--- config.mk ---
export PLATFORM = sky130hd
export DESIGN_NAME = jt89_mixer_cic
export DESIGN_NICKNAME = d
export VERILOG_FILES = /design/src/rtl/jt89_mixer_cic_pkg.sv /design/src/rtl/jt89_mix_sum.sv /design/src/rtl/jt89_mixer_cic.sv
export SDC_FILE = /design/constraint.sdc
export NUM_CORES = 1
export LEC_CHECK = 0
export BUFFER_PORTS_ARGS = -buffer_cell sky130_fd_sc_hd__buf_2
export CORE_ASPECT_RATIO = 0.75
export CORE_MARGIN = 1
export CORE_UTILIZATION = 41
export CTS_CLUSTER_SIZE = 25
export DETAILED_ROUTE_END_ITERATION = 8
export PLACE_DENSITY = 0.68
export RECOVER_POWER = 25
export SYNTH_ARGS = -nofsm -noshare
export SYNTH_HDL_FRONTEND = slang
export SYNTH_SLANG_ARGS = --single-unit
--- constraint.sdc ---
create_clock -name clk -period 18.6 [get_ports clk]
set_input_delay 3.72 -clock clk [delete_from_list [all_inputs] [get_ports clk]]
set_output_delay 3.72 -clock clk [all_outputs]
set_load 0.005 [all_outputs]
--- src/rtl/jt89_mixer_cic_pkg.sv ---
// Shared definitions for the jt89 CIC mixer: default widths, unity gain,
// ceiling-log2 helper and the output saturation classification.
package jt89_mixer_cic_pkg;

  localparam int unsigned DEF_BW     = 9;
  localparam int unsigned DEF_GW     = 4;
  localparam int unsigned UNITY_GAIN = 1 << (DEF_GW - 1);

  // Outcome of clamping the scaled integrator output into the unsigned range.
  typedef enum logic [1:0] {
    SAT_NONE,
    SAT_LOW,
    SAT_HIGH
  } sat_e;

  // Ceiling log2; clog2(1) is 0 so a single channel adds no headroom bits.
  function automatic int unsigned clog2(input int unsigned v);
    int unsigned r;
    r = 0;
    for (int unsigned i = 0; i < 31; i++) begin
      if ((32'd1 << i) < v) r = i + 1;
    end
    return r;
  endfunction

endpackage

--- src/rtl/jt89_mix_sum.sv ---
// Combinational gain multiply and adder tree: sum of ch_k*gain_k, scaled
// down so that a gain of 2^(GW-1) passes a channel at unity.
module jt89_mix_sum
  import jt89_mixer_cic_pkg::*;
#(
  parameter int unsigned BW = DEF_BW,
  parameter int unsigned CH = 4,
  parameter int unsigned GW = DEF_GW,
  localparam int unsigned SW = BW + 1 + clog2(CH)
) (
  input  logic [CH*BW-1:0] ch,
  input  logic [CH*GW-1:0] gain,
  output logic [SW-1:0]    mix
);

  // Full-precision accumulator; the scaled result always fits in SW bits.
  localparam int unsigned PW = BW + GW + clog2(CH);

  logic [PW-1:0] acc;

  // Accumulate every channel's gained sample at full precision.
  always_comb begin
    acc = '0;
    for (int unsigned k = 0; k < CH; k++) begin
      acc = acc + PW'(ch[k*BW +: BW]) * PW'(gain[k*GW +: GW]);
    end
  end

  assign mix = SW'(acc >> (GW - 1));

endmodule

--- src/rtl/jt89_mixer_cic.sv ---
// Channel mixer followed by a CIC interpolator. The mix is sampled once
// every 2^RATE_LOG2 clk_en, differentiated at the low rate, zero-stuffed,
// integrated at the output rate and clamped to an unsigned sample.
module jt89_mixer_cic
  import jt89_mixer_cic_pkg::*;
#(
  parameter int unsigned BW        = DEF_BW,
  parameter int unsigned CH        = 4,
  parameter int unsigned RATE_LOG2 = 4,
  parameter int unsigned ORDER     = 2,
  parameter int unsigned GW        = DEF_GW,
  localparam int unsigned SW = BW + 1 + clog2(CH),
  localparam int unsigned FW = SW + ORDER * RATE_LOG2 + 1,
  localparam int unsigned OW = SW
) (
  input  logic             clk,
  input  logic             rst,
  input  logic             clk_en,
  input  logic [CH*BW-1:0] ch,
  input  logic [CH*GW-1:0] gain,
  input  logic             clip_clr,
  output logic             in_cen,
  output logic [OW-1:0]    sound,
  output logic             clip
);

  // Removes the R^(ORDER-1) gain of the zero-stuffed CIC.
  localparam int unsigned SHIFT = RATE_LOG2 * (ORDER - 1);

  logic [RATE_LOG2-1:0] phase;
  logic                 strobe;
  logic [SW-1:0]        mix_now;
  logic [SW-1:0]        mix_r;
  logic signed [FW-1:0] mix_ext;
  logic signed [FW-1:0] comb_out;
  logic signed [FW-1:0] interp;
  logic signed [FW-1:0] integ_out;
  logic signed [FW-1:0] y;
  logic [OW-1:0]        sound_next;
  sat_e                 sat;

  assign strobe = clk_en && (phase == '0);
  assign in_cen = strobe;

  jt89_mix_sum #(
    .BW(BW),
    .CH(CH),
    .GW(GW)
  ) u_mix (
    .ch  (ch),
    .gain(gain),
    .mix (mix_now)
  );

  // Output-rate phase counter; wraps every 2^RATE_LOG2 clk_en.
  always_ff @(posedge clk) begin
    if (rst) begin
      phase <= '0;
    end else if (clk_en) begin
      phase <= phase + RATE_LOG2'(1);
    end
  end

  // Capture the mix only on the input strobe.
  always_ff @(posedge clk) begin
    if (rst) begin
      mix_r <= '0;
    end else if (strobe) begin
      mix_r <= mix_now;
    end
  end

  assign mix_ext = signed'(FW'(mix_r));

  // Low-rate comb chain: each stage outputs the difference of its input
  // against the value that input had on the previous strobe.
  for (genvar j = 0; j < ORDER; j++) begin : g_comb
    logic signed [FW-1:0] din;
    logic signed [FW-1:0] dly;
    logic signed [FW-1:0] q;

    if (j == 0) begin : g_first
      assign din = mix_ext;
    end else begin : g_next
      assign din = g_comb[j-1].q;
    end

    // Differentiate once per strobe.
    always_ff @(posedge clk) begin
      if (rst) begin
        dly <= '0;
        q   <= '0;
      end else if (strobe) begin
        dly <= din;
        q   <= din - dly;
      end
    end
  end

  assign comb_out = g_comb[ORDER-1].q;

  // Zero-stuff the comb output up to the clk_en rate.
  always_ff @(posedge clk) begin
    if (rst) begin
      interp <= '0;
    end else if (clk_en) begin
      interp <= strobe ? comb_out : '0;
    end
  end

  // Output-rate integrators; two's-complement wrap cancels against the combs.
  for (genvar j = 0; j < ORDER; j++) begin : g_integ
    logic signed [FW-1:0] din;
    logic signed [FW-1:0] acc;

    if (j == 0) begin : g_first
      assign din = interp;
    end else begin : g_next
      assign din = g_integ[j-1].acc;
    end

    // Accumulate once per clk_en.
    always_ff @(posedge clk) begin
      if (rst) begin
        acc <= '0;
      end else if (clk_en) begin
        acc <= acc + din;
      end
    end
  end

  assign integ_out = g_integ[ORDER-1].acc;
  assign y         = integ_out >>> SHIFT;

  // Clamp the scaled integrator output into the unsigned output range.
  always_comb begin
    sat        = SAT_NONE;
    sound_next = y[OW-1:0];
    if (y[FW-1]) begin
      sat        = SAT_LOW;
      sound_next = '0;
    end else if (y[FW-2:OW] != '0) begin
      sat        = SAT_HIGH;
      sound_next = '1;
    end
  end

  // Register the clamped sample at the output rate.
  always_ff @(posedge clk) begin
    if (rst) begin
      sound <= '0;
    end else if (clk_en) begin
      sound <= sound_next;
    end
  end

  // Sticky clip flag; a saturating clk_en outranks a simultaneous clear.
  always_ff @(posedge clk) begin
    if (rst) begin
      clip <= 1'b0;
    end else if (clk_en && (sat != SAT_NONE)) begin
      clip <= 1'b1;
    end else if (clip_clr) begin
      clip <= 1'b0;
    end
  end

endmodule
==> results by group <==
Run status
  – Outcome: finished, violations left
  – Failing checks: capacitance limit, slew limit

Clock network
  – Clock buffer depth: 2
  – Htree depth: 4
  – Setup Buffers After CTS: 0
  – Skew-Pair Late Insertion Delay: between 0.4 and 0.5 ns
  – Post-CTS Hold Fix Bufs: 0
  – Post-CTS Resized: 0
  – Clock Sinks: 151
  – Num CTS Buffers: 17
  – Clock Root Buffer: clkbuf_16
  – Reg clk slew, reported paths: roughly 0.070 ns
  – CTS tree: done

Setup path
  – Most used cell, CP: fa_1
  – CP max-delay cell: fa_1
  – Crit. End Element: flop
  – Largest stage delay on the critical path: 0.57 ns
  – Critical path class: in -> reg
  – CP required: 18.94 ns
  – WP data arrival: ~11 ns
  – Crit path launch type: input port
  – Peak fanout along the critical path: 9

Power and ir drop
  – Lkg Pwr: 6.74 nW
  – Max VDD drop: 0.381 mV
  – Total power per unit cell area: 189 nW/um^2

Synthesis
  – Syn_nets: between 1500 and 2000
  – Seq/Total Area, Yosys: 22.8%
  – Count of cell types in the netlist: 73
  – Post-Syn Area: 13300 sq um
  – Post-synth EDFFs: 0
  – FFs w/ async S/R, synth: 0%
  – Seq cells post-synth: 151
  – Synth Instances: 1605
  – Predominant post-synthesis flop cell: dfxtp_1
  – YS warnings: 0
  – Mean Syn Cell Area: roughly 8.3 sq um

Cells and area
  – Area grow syn2layout: 9.79%
  – Post-Layout Inst Area: 14600 sq um
  – Most common cell after layout, fill and taps aside: nand2_1
  – Final std cells w/o fill: 2064
  – Layout net count: 1930
  – Share of post-route cells with drive strength above 1: about 6.6%
  – Most frequent cells in the layout: nand2_1, inv_1, dfxtp_1, nor2_1, a21oi_1

Timing
  – Worst rel slew slack: -113%
  – Setup tns final: 0 ns
  – Period utilisation layout: 57.1%
  – Post-route clock skew: between 0.008 and 0.009 ns
  – Fmax: 94.2 MHz
  – Setup violators final: 0
  – Hold Vio Cnt, Final: 0
  – Final min period: 10.62 ns
  – Worst-margin pin slew: approximately 3.2 ns
  – RSZ-0062 raised after global routing: no
  – Fin. max-slew vios: 138

Place
  – GP Congestion: between 0.9 and 1
  – Port bufs: 69
  – Placed cell count: roughly 2000
  – DPL Wire Length: 22600 um
  – Post-DP Area: 13900 sq um

Drt
  – Vias: 10768
  – DRC: 0
  – Antenna Nets Post-Route: 0
  – DR vias/cell: 5.22
  – DR iter-0 viols: 755
  – WL/cell: 14.3 um
  – Drt pass-1 iters: 5
  – Routed wire length: 29400 um

Global route
  – Vias in the first global route: 10507
  – Global-route wire length before repair: 50600 um
  – GRT Total Usage: between 10% and 20%
  – Initial antenna violation count: 2
  – Largest net degree at the start of global routing: 97
  – GRT overflow: 0

Die
  – Die height: 158 um
  – Rows: 56
  – Die ar.: 33100 sq um
  – Die X: 210 um
  – Top-Level Pins: 70
  – Total core area: 31500 sq um
  – Initial Utilization: 42.1%

Job
  – Max Cap Violations: 2

Min path
  – Tightest Hold Check Type: reg -> reg
==> where the power goes <==
part / switching, W / internal, W
combinational: 0.00110 / 0.000884
clock: 0.000169 / 0.000196
sequential: 0.0000323 / 0.000373
total: 0.00130 / 0.00145
==> cell type report <==
class,count,area [sq um]
multi-input combinational,1222,9370
sequential,151,3020
clock buffer,17,425
tap,406,508
clock inverter,15,205
inverter,177,664
fill,3054,17000
antenna,2,5.00
timing repair buffer,74,363
==> path summary, 6_finish.rpt <==
kind	from	end	slack [ns]	cells after the start
max	gain[2]	mix_r[10]$_SDFFE_PP0P_	7.98	26
max reg2reg	g_integ[0].acc[0]$_SDFFE_PP0P_	g_integ[1].acc[20]$_SDFFE_PP0P_	15.76	10
min reg2reg	g_comb[0].dly[9]$_SDFFE_PP0P_	g_comb[0].dly[9]$_SDFFE_PP0P_	0.46	2
min	g_comb[0].dly[9]$_SDFFE_PP0P_	g_comb[0].dly[9]$_SDFFE_PP0P_	0.46	2
==> worst max-delay path: cells and delay by family <==
kind | cells | cell delay [ns]
adder cells (fa/ha/maj) | 10 | 4.62
AND/OR/NAND/NOR | 5 | 0.68
buffers and inverters | 2 | 0.19
AO/OA/AOI/OAI | 7 | 1.37
XOR/XNOR | 2 | 0.35
==> synthesized netlist by cell type, types with 10 or more instances <==
cell type | count | area (sq um)
inv_1 | 175 | 657
xor2_1 | 25 | 219
or3_1 | 10 | 62.6
nor2b_1 | 33 | 206
fa_1 | 112 | 2240
xnor2_1 | 33 | 289
dfxtp_1 | 151 | 3020
a21oi_1 | 128 | 641
o21ai_0 | 43 | 215
nand3_1 | 28 | 140
a211oi_1 | 14 | 105
mux2i_1 | 36 | 360
nor3_1 | 15 | 75.1
and2_1 | 97 | 607
a31oi_1 | 13 | 81.3
nand2b_1 | 14 | 87.6
nor2_1 | 140 | 526
clkbuf_1 | 45 | 169
nand2_1 | 197 | 739
ha_1 | 119 | 1490
and3_1 | 12 | 75.1
a21o_1 | 38 | 285
==> through the flow <==
stage	hold slack (ns)	setup WS, ns	util [%]	total power, W
6_report	0.455	7.98	46.2	0.00276
2_1_floorplan	0.432	8.18	-	0.00199
3_5_place_dp	0.447	7.52	44.2	0.00240
5_1_grt	0.481	7.51	46.2	0.00312
4_1_cts	0.458	7.99	46.2	0.00278
3_3_place_gp	0.442	7.69	44.2	0.00235
==> state kept, by name, summed over array words and instances, names as in the netlist <==
register     cells
phase            4
sound           12
comb_out        21
g_integ.acc     42
clip             1
g_integ.din     21
g_comb.dly      25
g_comb.q        13
mix_r           12
==> layer usage <==
| layer | global-route usage (%) | part of all wire, % | vias up | routed length [um] |
|---|---|---|---|---|
| met4 | 3.75 | 0.91 | 0 | 268 |
| met3 | 3.57 | 5.0 | 24 | 1470 |
| met1 | 26.7 | 51 | 5105 | 15100 |
| met5 | 0 | 0 | - | 0 |
| li1 | - | - | 5429 | - |
| met2 | 29.3 | 43 | 210 | 12600 |
==> cells by family after synthesis <==
family / after synthesis / synth area share (%)
adders and majority gates: 231 / 28.1
and+or+nand+nor: 590 / 21.5
muxes: 36 / 2.72
buffers and inverters: 232 / 6.70
AOI/OAI and AO/OA: 307 / 14.3
xor gates and xnor gates: 58 / 3.83
DFF: 151 / 22.8
(Power assumes the default switching activity.)
